**src/rtl/times_table_sweeper.sv**
```systemverilog
// Exhaustive stimulus/checker for the 3x3-bit times-table multiplier: issues all
// 64 operand pairs, compares each returned product after LATENCY cycles, reports a summary.
module times_table_sweeper #(
  parameter int LATENCY = 1
) (
  input  logic       clk,
  input  logic       rst_n,
  input  logic       start,
  output logic [2:0] a,
  output logic [2:0] b,
  output logic       enable,
  input  logic [5:0] result,
  output logic       busy,
  output logic       done,
  output logic       pass,
  output logic [6:0] err_count,
  output logic [2:0] first_err_a,
  output logic [2:0] first_err_b,
  output logic [1:0] fsm_state
);

  typedef enum logic [1:0] {IDLE, ISSUE, DRAIN, FIN} state_t;

  state_t     state, state_next;
  logic [5:0] idx;
  logic [2:0] drain_cnt;

  // Delay line that runs alongside the multiplier's read path.
  logic       pipe_v [LATENCY];
  logic [2:0] pipe_a [LATENCY];
  logic [2:0] pipe_b [LATENCY];
  logic [5:0] pipe_p [LATENCY];

  logic       mismatch;
  logic [6:0] err_next;

  // All outputs come from registers; result only feeds the error registers.
  assign a         = idx[5:3];
  assign b         = idx[2:0];
  assign enable    = (state == ISSUE);
  assign busy      = (state == ISSUE) || (state == DRAIN);
  assign done      = (state == FIN);
  assign fsm_state = state;

  assign mismatch = pipe_v[LATENCY-1] && (pipe_p[LATENCY-1] != result);
  assign err_next = mismatch ? err_count + 7'd1 : err_count;

  always_comb begin
    state_next = state;
    case (state)
      IDLE:    if (start) state_next = ISSUE;
      ISSUE:   if (idx == 6'd63) state_next = DRAIN;
      DRAIN:   if (drain_cnt == 3'(LATENCY - 1)) state_next = FIN;
      FIN:     state_next = IDLE;
      default: state_next = IDLE;
    endcase
  end

  always_ff @(posedge clk) begin
    if (!rst_n) begin
      state       <= IDLE;
      idx         <= 6'd0;
      drain_cnt   <= 3'd0;
      err_count   <= 7'd0;
      first_err_a <= 3'd0;
      first_err_b <= 3'd0;
      pass        <= 1'b0;
      for (int i = 0; i < LATENCY; i++) pipe_v[i] <= 1'b0;
    end else begin
      state <= state_next;

      pipe_v[0] <= enable;
      pipe_a[0] <= a;
      pipe_b[0] <= b;
      pipe_p[0] <= 6'(a) * 6'(b);
      for (int i = 1; i < LATENCY; i++) begin
        pipe_v[i] <= pipe_v[i-1];
        pipe_a[i] <= pipe_a[i-1];
        pipe_b[i] <= pipe_b[i-1];
        pipe_p[i] <= pipe_p[i-1];
      end

      if (mismatch) begin
        err_count <= err_next;
        if (err_count == 7'd0) begin
          first_err_a <= pipe_a[LATENCY-1];
          first_err_b <= pipe_b[LATENCY-1];
        end
      end

      case (state)
        IDLE: begin
          if (start) begin
            idx         <= 6'd0;
            err_count   <= 7'd0;
            first_err_a <= 3'd0;
            first_err_b <= 3'd0;
            pass        <= 1'b0;
          end
        end
        ISSUE: begin
          // idx parks at 63 so a/b read 7/7 while draining.
          if (idx != 6'd63) idx <= idx + 6'd1;
          drain_cnt <= 3'd0;
        end
        DRAIN: begin
          drain_cnt <= drain_cnt + 3'd1;
          if (state_next == FIN) pass <= (err_next == 7'd0);
        end
        default: ;
      endcase
    end
  end

endmodule
```
**config.mk**
```make
export PLATFORM = sky130hd
export DESIGN_NAME = times_table_sweeper
export DESIGN_NICKNAME = d
export VERILOG_FILES = /design/src/rtl/times_table_sweeper.sv
export SDC_FILE = /design/constraint.sdc
export NUM_CORES = 1
export LEC_CHECK = 0
export ABC_AREA = 1
export ABC_CLOCK_PERIOD_IN_PS = 5620
export CAP_MARGIN = 10
export CORE_ASPECT_RATIO = 1.5
export CORE_MARGIN = 10
export CORE_UTILIZATION = 30
export CTS_BUF_LIST = sky130_fd_sc_hd__clkbuf_2
export CTS_CLUSTER_SIZE = 30
export DETAILED_ROUTE_END_ITERATION = 16
export GPL_ROUTABILITY_DRIVEN = 0
export MAX_ROUTING_LAYER = met4
export SYNTH_ARGS = -nofsm -noshare
export SYNTH_HDL_FRONTEND = slang
export SYNTH_SLANG_ARGS = --single-unit
```
**constraint.sdc**
```tcl
create_clock -name clk -period 5.62 [get_ports clk]
set_input_delay 1.124 -clock clk [delete_from_list [all_inputs] [get_ports clk]]
set_output_delay 1.124 -clock clk [all_outputs]
set_load 0.005 [all_outputs]
```
==> results of run 1 <==
==> synthesized netlist by cell type, drive strengths merged <==
cell type,number
o21ai,10
edfxtp,12
ha,14
xor2,3
o211a,1
inv,54
xnor2,3
a211oi,1
nand4,3
nor2,28
nand3b,1
buf,2
nor3,6
dfxtp,26
fa,2
a21oi,18
nor3b,2
nand3,15
nand2,69
==> state kept, by name, indices dropped and copies added (netlist names) <==
register / cells
err_count: 7
pipe_v: 1
pipe_p: 6
idx: 6
pass: 1
pipe_a: 3
first_err_a: 3
first_err_b: 3
fsm_state: 2
drain_cnt: 3
pipe_b: 3
==> power breakdown <==
part	internal (mW)	total [mW]	switching, mW
clock network	0.0369	0.116	0.0796
logic	0.0385	0.0826	0.0441
registers	0.295	0.306	0.0114
total	0.370	0.505	0.135
==> final timing paths <==
| path | to | slack (ps) | depth (start not counted) |
|---|---|---|---|
| worst max register to register | pipe_p[0][4] | 3320 | 6 |
| worst min-delay path | first_err_a[1] | 450 | 2 |
| worst max-delay path | busy | 2690 | 3 |
| worst min register to register | first_err_a[1] | 450 | 2 |
==> cell families (layout without fill, tap and decap cells) <==
group                    Yosys count  in the layout  synth area share
XOR/XNOR                           6              6           0.02490
AO/OA/AOI/OAI                     30             30           0.07825
AND/OR/NAND/NOR                  124            124            0.2745
flip-flops                        38             38            0.4173
buffers and inverters             56             95            0.1031
adder cells (fa/ha/maj)           16             16            0.1020
==> stage by stage <==
| stage | power, mW | instances | setup WS (ps) | util | hold WS (ps) |
|---|---|---|---|---|---|
| after floorplan | 0.3612 | 270 | 3492 | - | 439.9 |
| after global placement | 0.3960 | 379 | 2430 | 0.3683 | 434.7 |
| after detailed placement | 0.3966 | 379 | 2377 | 0.3683 | 439.1 |
| after CTS | 0.5155 | 387 | 2615 | 0.3742 | 460.5 |
| after global routing | 0.5372 | 387 | 2512 | 0.3742 | 483.5 |
| final | 0.5052 | 387 | 2685 | 0.3742 | 454.9 |
==> cell type report <==
type / instances / share of cell area
multi-input cells: 176 / 0.3948
flip-flops and latches: 38 / 0.3436
repair buffers: 33 / 0.1288
inverters: 54 / 0.07906
well taps: 78 / 0.03807
clock buffers: 8 / 0.01562
==> routing by layer <==
layer,vias up,part of all wire,wire length (um)
met5,-,0,0
met4,0,0.017,70
met3,6,0.065,274
met2,37,0.50,2098
met1,757,0.42,1787
li1,922,-,-
==> worst max-delay path, delay by kind of cell (launching register included) <==
| family | cells | cell delay [ps] |
|---|---|---|
| adder cells (fa/ha/maj) | 1 | 380 |
| flip-flops | 1 | 460 |
| buffers and inverters | 2 | 640 |
==> impl_results.md, run 1 <==
* Design Area, Final at 2564 sq um
* CP Max Fanout at 6
* Period minus WS final at 2935 ps
* CP Class: register to output pin
* CP Capture Type: output pin
* Hold buffer count at CTS at 0
* DRT Pass-1 Iters at 4
* Top Ports at 34
* Actual slew at the worst max-slew pin at 649.1 ps
* DR DRC count at 0
* Commonest non-fill, non-tap cell in the layout: nand2_1
* Die ar. at 10,860 sq um
* Synth Net Count at 295
* Root Driver: clkbuf_2
* Worst-path clk slew at 170 ps
* Post-Route WL at 4231 um
* Crit path arrival time at 1810 ps
* Slew Viols, Final at 0
* Worst-path cell chain: inv_1 > ha_1 > clkdlybuf4s50_1
* GRT Util Overall at 0.08392
* Synth Register Bits at 38
* Reg-to-reg startpoint: idx[2]
* Routing usage on met1 at 0.09370
* Setup TNS at 0 ps
* TritonCTS clock tree: done
* Synth warn at 0
* Initial antenna violation count at 0
* Fmax at 0.3408 GHz
* Multi-input gate area at 1012 sq um
* Drt via density at 4.450
* Die Height at 122.7 um
* Post-DP HPWL at 3439 um
* Antenna-violating nets left at 0
* Met2 Track Usage GR at 0.1410
* Worst Hold Class: register to register
* Post-cts resize count at 0
* FF/Latch Area at 880.8 sq um
* Leakage power at 1.206 nW
* Worst-skew pair later-pin latency at 350 ps
* Worst Setup SP: fsm_state[0]
* Synth top area cells: dfxtp_1, edfxtp_1, nand2_1
* CP peak stage delay at 540 ps
* Relative slew slack at 0.5659
* DIE WIDTH at 88.49 um
* Nets at 333
* Starting Density at 0.3081
* CTS max path bufs at 2
* Pwr Density at 197.1 nW/um^2
* Status: completed
* Final hold vios at 0
* Fill cells at 748
* Seq/Total Area, Yosys at 0.4173
* CTS Sinks at 38
* Most used routing layer: met2
* Max_cap viols at 0
* Critical Path Start Type: register
* Synth Instances at 270
* Vias at 1,722
* Fin crit share at 0.5222
* Worst Skew at 14.27 ps
* Routed WL per cell at 10.93 um
* Vias in the first global route at 1,672
* Syn Area/Cell at 7.818 sq um
* Grt met3 use at 0.01592
* Area delta synth->final at 21.46%
* Setup bufs post-CTS at 0
* CP Data Required Time at 4500 ps
* Min-delay src: first_err_a[1]
* RSZ-0062 raised after global routing: no
* Max rail drop VDD at 0.00007636 V
* Cts bufs inserted at 5
* Layout cells sized above 1 at 0.09061
* Most frequent cells in the layout: nand2_1, inv_1, clkdlybuf4s50_1
* Iter 0 DRT Violations at 45
* Netlist cell types at 28
* Global route total overflow at 0
* N_diodes at 0
* Htree depth at 2
* Core ar. at 6852 sq um
* Largest net degree at the start of global routing at 18
* Port Buffers at 33
* Num rows at 37
* Post-Syn Area at 2111 sq um
* Placed Area at 2524 sq um
* Slowest CP cell: clkdlybuf4s50_1
* Setup-failing EPs final at 0
* Share of Yosys cell area claimed by the top area cell type at 0.2466
* First-pass GRT wire length at 7300 um
* Area leader, netlist: dfxtp_1
No activity file was read; power rests on OpenSTA's default activity.
==> run 2, diff against run 1 <==
--- a/config.mk
+++ b/config.mk
@@ -6,7 +6,7 @@
 export NUM_CORES = 1
 export LEC_CHECK = 0
 export ABC_AREA = 1
-export ABC_CLOCK_PERIOD_IN_PS = 5620
+export ABC_CLOCK_PERIOD_IN_PS = 2700
 export CAP_MARGIN = 10
 export CORE_ASPECT_RATIO = 1.5
 export CORE_MARGIN = 10
==> constraint.sdc (replaced) <==
create_clock -name clk -period 2.7 [get_ports clk]
set_input_delay 0.54 -clock clk [delete_from_list [all_inputs] [get_ports clk]]
set_output_delay 0.54 -clock clk [all_outputs]
set_load 0.005 [all_outputs]
==> impl_results.md, run 2 (synthesis gave the netlist of run 1 again) <==
* Status: completed
* Multi-input gate area at 1012 sq um
* Min-delay src: first_err_a[1]
* Initial antenna violation count at 0
* Seq pwr share at 0.597
* Cts bufs inserted at 5
* Hold path cells at 2
* Commonest non-fill, non-tap cell in the layout: nand2_1
* Htree depth at 2
* CP Data Required Time at 2160 ps
* Post-DP HPWL at 3589 um
* Setup bufs post-CTS at 0
* Logic gate share of total power at 0.165
* Worst Skew at 21.75 ps
* Nets at 335
* Layout Utilization at 0.3766
* Drt via density at 4.478
* DRT Pass-1 Iters at 4
* Port Buffers at 33
* Hold buffer count at CTS at 0
* Die ar. at 10,860 sq um
* DR DRC count at 0
* Setup-failing EPs final at 0
* N_diodes at 0
* Biggest registers after layout: err_count: 7 flops, idx: 6 flops, pipe_p: 6 flops
* Vias at 1,742
* Num rows at 37
* Die Height at 122.7 um
* Critical Path Start Type: register
* Post-cts resize count at 0
* Period minus WS final at 2455 ps
* Antenna-violating nets left at 0
* Actual slew at the worst max-slew pin at 514.1 ps
* Clock power share at 0.239
* Final hold vios at 0
* Worst-skew pair later-pin latency at 400 ps
* Reg-to-reg startpoint: idx[2]
* Area delta synth->final at 22.23%
* Design Area, Final at 2580 sq um
* Pwr Density at 414.1 nW/um^2
* Max_cap viols at 0
* Setup TNS at 0 ps
* First-pass GRT wire length at 7610 um
* Max rail drop VDD at 0.0001573 V
* Worst Hold Class: register to register
* Top Ports at 34
* Placed Area at 2539 sq um
* Int Pwr at 754.5 uW
* Fill cells at 739
* CP Class: register to output pin
* DIE WIDTH at 88.49 um
* Largest register by flop count: err_count
* Relative slew slack at 0.6572
* Cell count of the worst reg-to-reg path at 6
* Worst Setup SP: fsm_state[0]
* Post-Route WL at 4501 um
* CP Capture Type: output pin
* CTS Sinks at 38
* Leakage power at 1.209 nW
* Largest net degree at the start of global routing at 17
* Most frequent cells in the layout: nand2_1, inv_1, clkdlybuf4s50_1
* Core ar. at 6852 sq um
* Sw Ratio at 0.2937
* Routed WL per cell at 11.57 um
* Global route total overflow at 0
* Switching pwr at 313.8 uW
* Crit path arrival time at 1910 ps
* Starting Density at 0.3081
* Worst hold slack at 461.9 ps
* Max reg flops at 7
* Root Driver: clkbuf_2
* PnR Total Power at 1.068 mW
* CTS max path bufs at 2
* FF/Latch Area at 880.8 sq um
* Vias in the first global route at 1,720
* Slew Viols, Final at 0
* Fmax at 0.4074 GHz
* Fin crit share at 0.9092
* CP Max Fanout at 6
* Worst-path clk slew at 180 ps
* TritonCTS clock tree: done
* RSZ-0062 raised after global routing: no
* GRT Util Overall at 0.08970
* Layout cells sized above 1 at 0.09325
* Iter 0 DRT Violations at 58
[run 2: cell types whose count changed in the layout (fill, tap and decap cells not counted)]
cell,before,now
buf_4,0,2
clkbuf_2,8,5
clkinvlp_4,0,1
clkinv_2,0,1
clkinv_1,0,1
[run 2: cell type report]
class                   count  area share
clock buffers               5    0.009699
clock inverters             3    0.006305
inverters                  54     0.07856
multi-input cells         176      0.3923
flip-flops and latches     38      0.3414
well taps                  78     0.03783
repair buffers             35      0.1339
[run 2: worst paths after layout]
check                         to  slack [ps]
setup / recovery            busy         250
hold reg to reg   first_err_a[1]         460
setup reg to reg    pipe_p[0][4]         450
hold / removal    first_err_a[1]         460
[run 2: power by group through the flow]
stage	clock network (mW)	logic, mW	registers [mW]
6_report	0.255	0.176	0.637
5_1_grt	0.292	0.200	0.642
4_1_cts	0.271	0.179	0.638
3_5_place_dp	0	0.178	0.650
3_3_place_gp	0	0.176	0.649
2_1_floorplan	0	0.108	0.643
[run 2: routing by layer]
layer  global-route usage  up-vias  part of all wire  wire [um]
met5                    -        -                 0          0
met4              0.04767        0             0.027        121
met3              0.02387       10             0.054        243
met2               0.1466       35              0.50       2267
met1              0.09666      771              0.42       1868
li1                     -      926                 -          -
[run 2: critical path: stages, from the launching register on]
cell and delay (ps):
dfxtp_1 490, inv_1 120, ha_1 390, clkdlybuf4s50_1 530
[run 2: per-stage QoR]
step           cells  setup slack [ps]
6_report         389             245.2
5_1_grt          389             141.5
4_1_cts          389             200.8
3_5_place_dp     381             463.1
3_3_place_gp     381             495.9
2_1_floorplan    270             571.5
